## config.mk

```make
export PLATFORM = sky130hd
export DESIGN_NAME = transaction_processor
export DESIGN_NICKNAME = d
export VERILOG_FILES = /design/src/rtl/txp_pkg.sv /design/src/rtl/balance_update.sv /design/src/rtl/transaction_processor.sv
export SDC_FILE = /design/constraint.sdc
export NUM_CORES = 1
export LEC_CHECK = 0
export CAP_MARGIN = 30
export CELL_PAD_IN_SITES_DETAIL_PLACEMENT = 0
export CELL_PAD_IN_SITES_GLOBAL_PLACEMENT = 1
export CORE_AREA = 2 2 138 154
export CTS_BUF_LIST = sky130_fd_sc_hd__clkbuf_16
export DETAILED_ROUTE_END_ITERATION = 8
export DIE_AREA = 0 0 140 156
export PLACE_DENSITY_LB_ADDON = 0.1
export SLEW_MARGIN = 30
export SYNTH_ARGS = -nofsm -noshare
export SYNTH_HDL_FRONTEND = slang
export SYNTH_SLANG_ARGS = --single-unit
```

## constraint.sdc

```tcl
create_clock -name clock -period 4.8 [get_ports clock]
set_input_delay 1.44 -clock clock [delete_from_list [all_inputs] [get_ports clock]]
set_output_delay 1.44 -clock clock [all_outputs]
set_load 0.005 [all_outputs]
```

## src/rtl/txp_pkg.sv

```systemverilog
// Shared types and defaults for the transaction processor: FSM state encodings,
// default account geometry and the write-back phase code seen by the memory controller.
package txp_pkg;

    localparam int TXP_BAL_W     = 16;
    localparam int TXP_NUM_ACCTS = 3;

    localparam logic [2:0] PROC_COMMIT = 3'b100;

    typedef enum logic [2:0] {
        ST_IDLE      = 3'b000,
        ST_REQUEST   = 3'b001,
        ST_WAIT_LOAD = 3'b010,
        ST_COMPUTE   = 3'b011,
        ST_COMMIT    = PROC_COMMIT
    } txp_state_e;

endpackage

```

## src/rtl/balance_update.sv

```systemverilog
// Combinational transfer check and updated-word computation for one packed account word.
// With TX_PROC_OVERFLOW_CHECK_EN defined, a destination sum above 2^BAL_W-1 is rejected instead of wrapping.
module balance_update
    import txp_pkg::*;
#(
    parameter int BAL_W     = TXP_BAL_W,
    parameter int NUM_ACCTS = TXP_NUM_ACCTS
) (
    input  logic [NUM_ACCTS*BAL_W-1:0] word_i,
    input  logic [1:0]                 from_i,
    input  logic [1:0]                 to_i,
    input  logic [BAL_W-1:0]           amount_i,
    output logic                       accept_o,
    output logic [NUM_ACCTS*BAL_W-1:0] word_o
);

    logic [BAL_W-1:0] from_bal;
    logic [BAL_W-1:0] to_bal;
    logic [BAL_W-1:0] from_new;
    logic [BAL_W-1:0] to_new;
    logic             idx_ok;
    logic             distinct;
    logic             funds_ok;
    logic             ovf;

    // Out-of-range indices select nothing; their balance reads as zero and the transfer is rejected anyway.
    always_comb begin
        from_bal = '0;
        to_bal   = '0;
        for (int k = 0; k < NUM_ACCTS; k++) begin
            if (int'(from_i) == k) from_bal = word_i[k*BAL_W +: BAL_W];
            if (int'(to_i) == k)   to_bal   = word_i[k*BAL_W +: BAL_W];
        end
    end

    assign from_new = from_bal - amount_i;

`ifdef TX_PROC_OVERFLOW_CHECK_EN
    logic [BAL_W:0] to_sum_wide;
    assign to_sum_wide = {1'b0, to_bal} + {1'b0, amount_i};
    assign to_new      = to_sum_wide[BAL_W-1:0];
    assign ovf         = to_sum_wide[BAL_W];
`else
    assign to_new = to_bal + amount_i;
    assign ovf    = 1'b0;
`endif

    assign idx_ok   = (int'(from_i) < NUM_ACCTS) && (int'(to_i) < NUM_ACCTS);
    assign distinct = (from_i != to_i);
    assign funds_ok = (from_bal >= amount_i);
    assign accept_o = idx_ok && distinct && funds_ok && !ovf;

    always_comb begin
        word_o = word_i;
        if (accept_o) begin
            for (int k = 0; k < NUM_ACCTS; k++) begin
                if (int'(from_i) == k) word_o[k*BAL_W +: BAL_W] = from_new;
                if (int'(to_i) == k)   word_o[k*BAL_W +: BAL_W] = to_new;
            end
        end
    end

endmodule

```

## src/rtl/transaction_processor.sv

```systemverilog
// Transfers funds between accounts of one packed memory word through a read-modify-write cycle.
// Optional build macro TX_PROC_OVERFLOW_CHECK_EN (handled in balance_update) rejects destination overflow.
module transaction_processor
    import txp_pkg::*;
#(
    parameter int BAL_W     = TXP_BAL_W,
    parameter int NUM_ACCTS = TXP_NUM_ACCTS
) (
    input  logic                       clock,
    input  logic                       resetn,
    input  logic [NUM_ACCTS*BAL_W-1:0] mem_q,
    input  logic                       load_registers,
    input  logic                       done,
    output logic                       load_memory,
    output logic [2:0]                 process,
    output logic [NUM_ACCTS*BAL_W-1:0] datapath_out,
    input  logic                       tx_valid,
    output logic                       tx_ready,
    input  logic [1:0]                 tx_from,
    input  logic [1:0]                 tx_to,
    input  logic [BAL_W-1:0]           tx_amount,
    output logic                       tx_done,
    output logic                       tx_ok
);

    localparam int WORD_W = NUM_ACCTS * BAL_W;

    txp_state_e        state_q, state_d;
    logic [WORD_W-1:0] balance_q;
    logic [WORD_W-1:0] dout_q;
    logic [WORD_W-1:0] new_word;
    logic [1:0]        from_q;
    logic [1:0]        to_q;
    logic [BAL_W-1:0]  amount_q;
    logic              lr_q;
    logic              accept_q;
    logic              tx_done_q;
    logic              tx_ok_q;
    logic              accept;
    logic              handshake;

    balance_update #(
        .BAL_W     (BAL_W),
        .NUM_ACCTS (NUM_ACCTS)
    ) u_balance_update (
        .word_i   (balance_q),
        .from_i   (from_q),
        .to_i     (to_q),
        .amount_i (amount_q),
        .accept_o (accept),
        .word_o   (new_word)
    );

    always_comb begin
        state_d     = state_q;
        handshake   = 1'b0;
        tx_ready    = 1'b0;
        load_memory = 1'b0;
        unique case (state_q)
            ST_IDLE: begin
                tx_ready  = done;
                handshake = tx_valid && done;
                if (handshake) state_d = ST_REQUEST;
            end
            ST_REQUEST: begin
                load_memory = 1'b1;
                if (!done) state_d = ST_WAIT_LOAD;
            end
            // Leave on the falling edge of the load strobe, once the last word has been captured.
            ST_WAIT_LOAD: if (lr_q && !load_registers) state_d = ST_COMPUTE;
            ST_COMPUTE:   state_d = ST_COMMIT;
            ST_COMMIT:    if (done) state_d = ST_IDLE;
            default:      state_d = ST_IDLE;
        endcase
    end

    always_ff @(posedge clock) begin
        if (!resetn) begin
            state_q   <= ST_IDLE;
            balance_q <= '0;
            dout_q    <= '0;
            from_q    <= '0;
            to_q      <= '0;
            amount_q  <= '0;
            lr_q      <= 1'b0;
            accept_q  <= 1'b0;
            tx_done_q <= 1'b0;
            tx_ok_q   <= 1'b0;
        end else begin
            state_q   <= state_d;
            lr_q      <= (state_q == ST_WAIT_LOAD) && load_registers;
            tx_done_q <= (state_q == ST_COMMIT) && done;
            tx_ok_q   <= (state_q == ST_COMMIT) && done && accept_q;
            if (handshake) begin
                from_q   <= tx_from;
                to_q     <= tx_to;
                amount_q <= tx_amount;
            end
            if ((state_q == ST_WAIT_LOAD) && load_registers) balance_q <= mem_q;
            if (state_q == ST_COMPUTE) begin
                dout_q   <= new_word;
                accept_q <= accept;
            end
        end
    end

    assign process      = state_q;
    assign datapath_out = dout_q;
    assign tx_done      = tx_done_q;
    assign tx_ok        = tx_ok_q;

endmodule

```

==> out/results.txt <==
FF-to-FF path depth: 12
critical path required time: 3360 ps
fin crit period: 4190 ps
Final Hold Vio Count: 0
root buffer cell: clkbuf_16
maximum clock path buffer count: 2
first-pass iteration count of the detailed router: 9
type of origin of the critical path: primary input
final max-slew violation count: 0
endpoint type of the worst setup path: output pin
Crit-path slowest cell: clkdlybuf4s50_1
Post-Syn Area: 0.00800 mm2
top-count cell post-synth: nand2_1
footprint of the multi-input gates: 0.00514 mm2
Synth area leaders: dfxtp_1, nand2_1, a21boi_0
routed vias/inst: 5.76
P_leak: 3.57 nW
initial antenna violation count: 0
CTS Hold Bufs: 0
crit path max fanout: 5
peak supply drop: 0.250 mV
fin util: 49.6%
Buffers on Ports: 127
Final Wtd Congestion: 0.963
violated checks: DRC
sequential element share of the synthesized area: 30.8%
Core ar.: 0.0203 mm2
worst path cell trace: clkdlybuf4s50_1, nand2_1, nor2_1, clkdlybuf4s50_1
critical path type: in2out
post-CTS setup buffers: 0
Pwr Total: 2.94 mW
Overflow after GRT: 0
Distinct cells, synth: 79
cts bufs inserted: 17
Routed WL: 30.9 mm
slowest stage delay, CP: 550 ps
1st-iter DRT viols: 688
Pwr per Cell Area: 292 mW/mm2
Cell Rows: 55
Die Span Y: 156 um
synth warn: 0
Post-Layout Cell Count: 1405
post-layout net count: 1242
layout cells sized above 1: 6.53%
Detailed Place HPWL: 24.0 mm
Max-slew headroom: 39.3%
H-tree Lvls: 4
CTS clk-pin slew, worst paths: 60 ps
first-pass GRT wire length: 46.1 mm
WHS Path Cells: 2
most used cell, CP: clkdlybuf4s50_1
ANT nets after route: 0
metal2 WL: 14.3 mm
final worst-path cycle share: 87.4%
Sequential Area: 0.00246 mm2
number of global-route vias before repair: 7691
CTS tree: yes
Total GRT Usage: 28.3%
Fin Clk Skew: 14.9 ps
top cell type's share of synthesized area: 30.8%
Synthesized Nets: 1148
Post-Syn Instances: 1042
Seq cells post-synth: 123
Clk Latency, worst-skew pair: 440 ps
dpl cells: 1373
top_reg_cell synth: dfxtp_1
Inserted Diodes: 0
Setup TNS: 0 ps
Arr. time, crit path: 2750 ps
final setup fails: 0
Top Metal Used: met4
Die Wd: 140 um
Async SR Flop Fraction: 0%
most frequent cells after synthesis: nand2_1, dfxtp_1, a21boi_0
Met3 Wirelength: 1.47 mm
Mean Syn Cell Area: 7.68 um2
die footprint: 0.0218 mm2
CTS-repair resized insts: 0
post-route DRC violation count: 5
Filler Cell Count: 2068
post-synth top area cell: dfxtp_1
RSZ-0062 raised after global routing: false
largest net degree at the start of global routing: 103
max cap viols: 0
Post-synth EDFFs: 0
Initial Util: 39.4%
clock sink count: 123
Fmax achieved: 239 MHz
Worst Tran Pin Value: 911 ps
outcome: complete, but fails checks
synth-to-layout area growth: 26.0%
Wirelength per Cell: 22.0 um
worst min-delay path class: reg2reg
Routed met1 length: 13.7 mm
io pins: 128
via count: 8087
[placed cells by master (no fill, tap or decap), types with 7 or more instances in the layout]
cell type	n
or3_1	7
clkdlybuf4s50_1	126
nand2b_1	9
a221oi_1	21
buf_4	21
nand3_1	20
and3_1	7
o22ai_1	41
nor3_1	11
dfxtp_1	122
inv_1	30
nor3b_1	17
clkbuf_16	17
o221ai_1	7
o211ai_1	9
a21o_1	10
ha_1	31
a22o_1	9
a21boi_0	73
a21oi_1	35
nor2_1	47
a211o_1	7
mux2i_1	35
o32ai_1	7
a211oi_1	8
o21ai_0	44
xnor2_1	9
nand2_1	239
and2_1	12
o21a_1	10
[path summary, 6_finish.rpt]
check | start | slack (ps) | to
setup reg to reg | from_q[0] | 800 | datapath_out[38]
setup / recovery | done | 610 | tx_ready
hold reg to reg | datapath_out[25] | 460 | datapath_out[25]
hold / removal | datapath_out[25] | 460 | datapath_out[25]
[power breakdown]
group / internal, mW / total [mW] / switching, mW / leakage (nW)
combinational: 0.208 / 0.506 / 0.297 / 2.28
sequential: 1.04 / 1.07 / 0.0289 / 0.994
clock: 0.830 / 1.37 / 0.542 / 0.302
[cell families after synthesis]
family                     count (synthesis)  synth area share, %
DFF                                      123                 30.8
muxes                                     36                 4.52
AOI/OAI and AO/OA                        334                 30.0
buffers and inverters                    103                 5.19
xor gates and xnor gates                  15                 1.64
and+or+nand+nor                          398                 22.5
adders and majority gates                 33                 5.35
[sequential cells by signal (all words and copies together), names as in the netlist]
name          cells
tx_ok             1
from_q            2
datapath_out     48
balance_q        48
accept_q          1
to_q              2
amount_q         16
process           3
tx_done           1
lr_q              1
[routing by layer]
metal | global-route usage (%) | vias to the layer above
met5 | 0 | -
met3 | 4.57 | 76
met2 | 46.2 | 292
met4 | 14.0 | 0
met1 | 36.3 | 3755
li1 | - | 3964
[stage by stage]
step	cell area, um2	hold WS (ps)	setup slack (ps)
global route	10100	489	523
floorplan	8000	430	1190
CTS	10100	463	602
detailed placement	9460	447	617
global placement	9460	436	612
finish	10100	456	607
[worst max-delay path: cells and delay by family]
family | cells | cell delay [ps]
buffers and inverters | 2 | 1080
AND/OR/NAND/NOR | 2 | 230
[final cells by class]
| class | count | share of cell area, % |
|---|---|---|
| tap | 256 | 3.18 |
| clock inverter | 15 | 1.85 |
| multi-input combinational | 816 | 51.0 |
| timing repair buffer | 148 | 14.1 |
| inverter | 30 | 1.12 |
| sequential | 123 | 24.5 |
| clock buffer | 17 | 4.22 |
No activity file was read; power rests on OpenSTA's default activity.
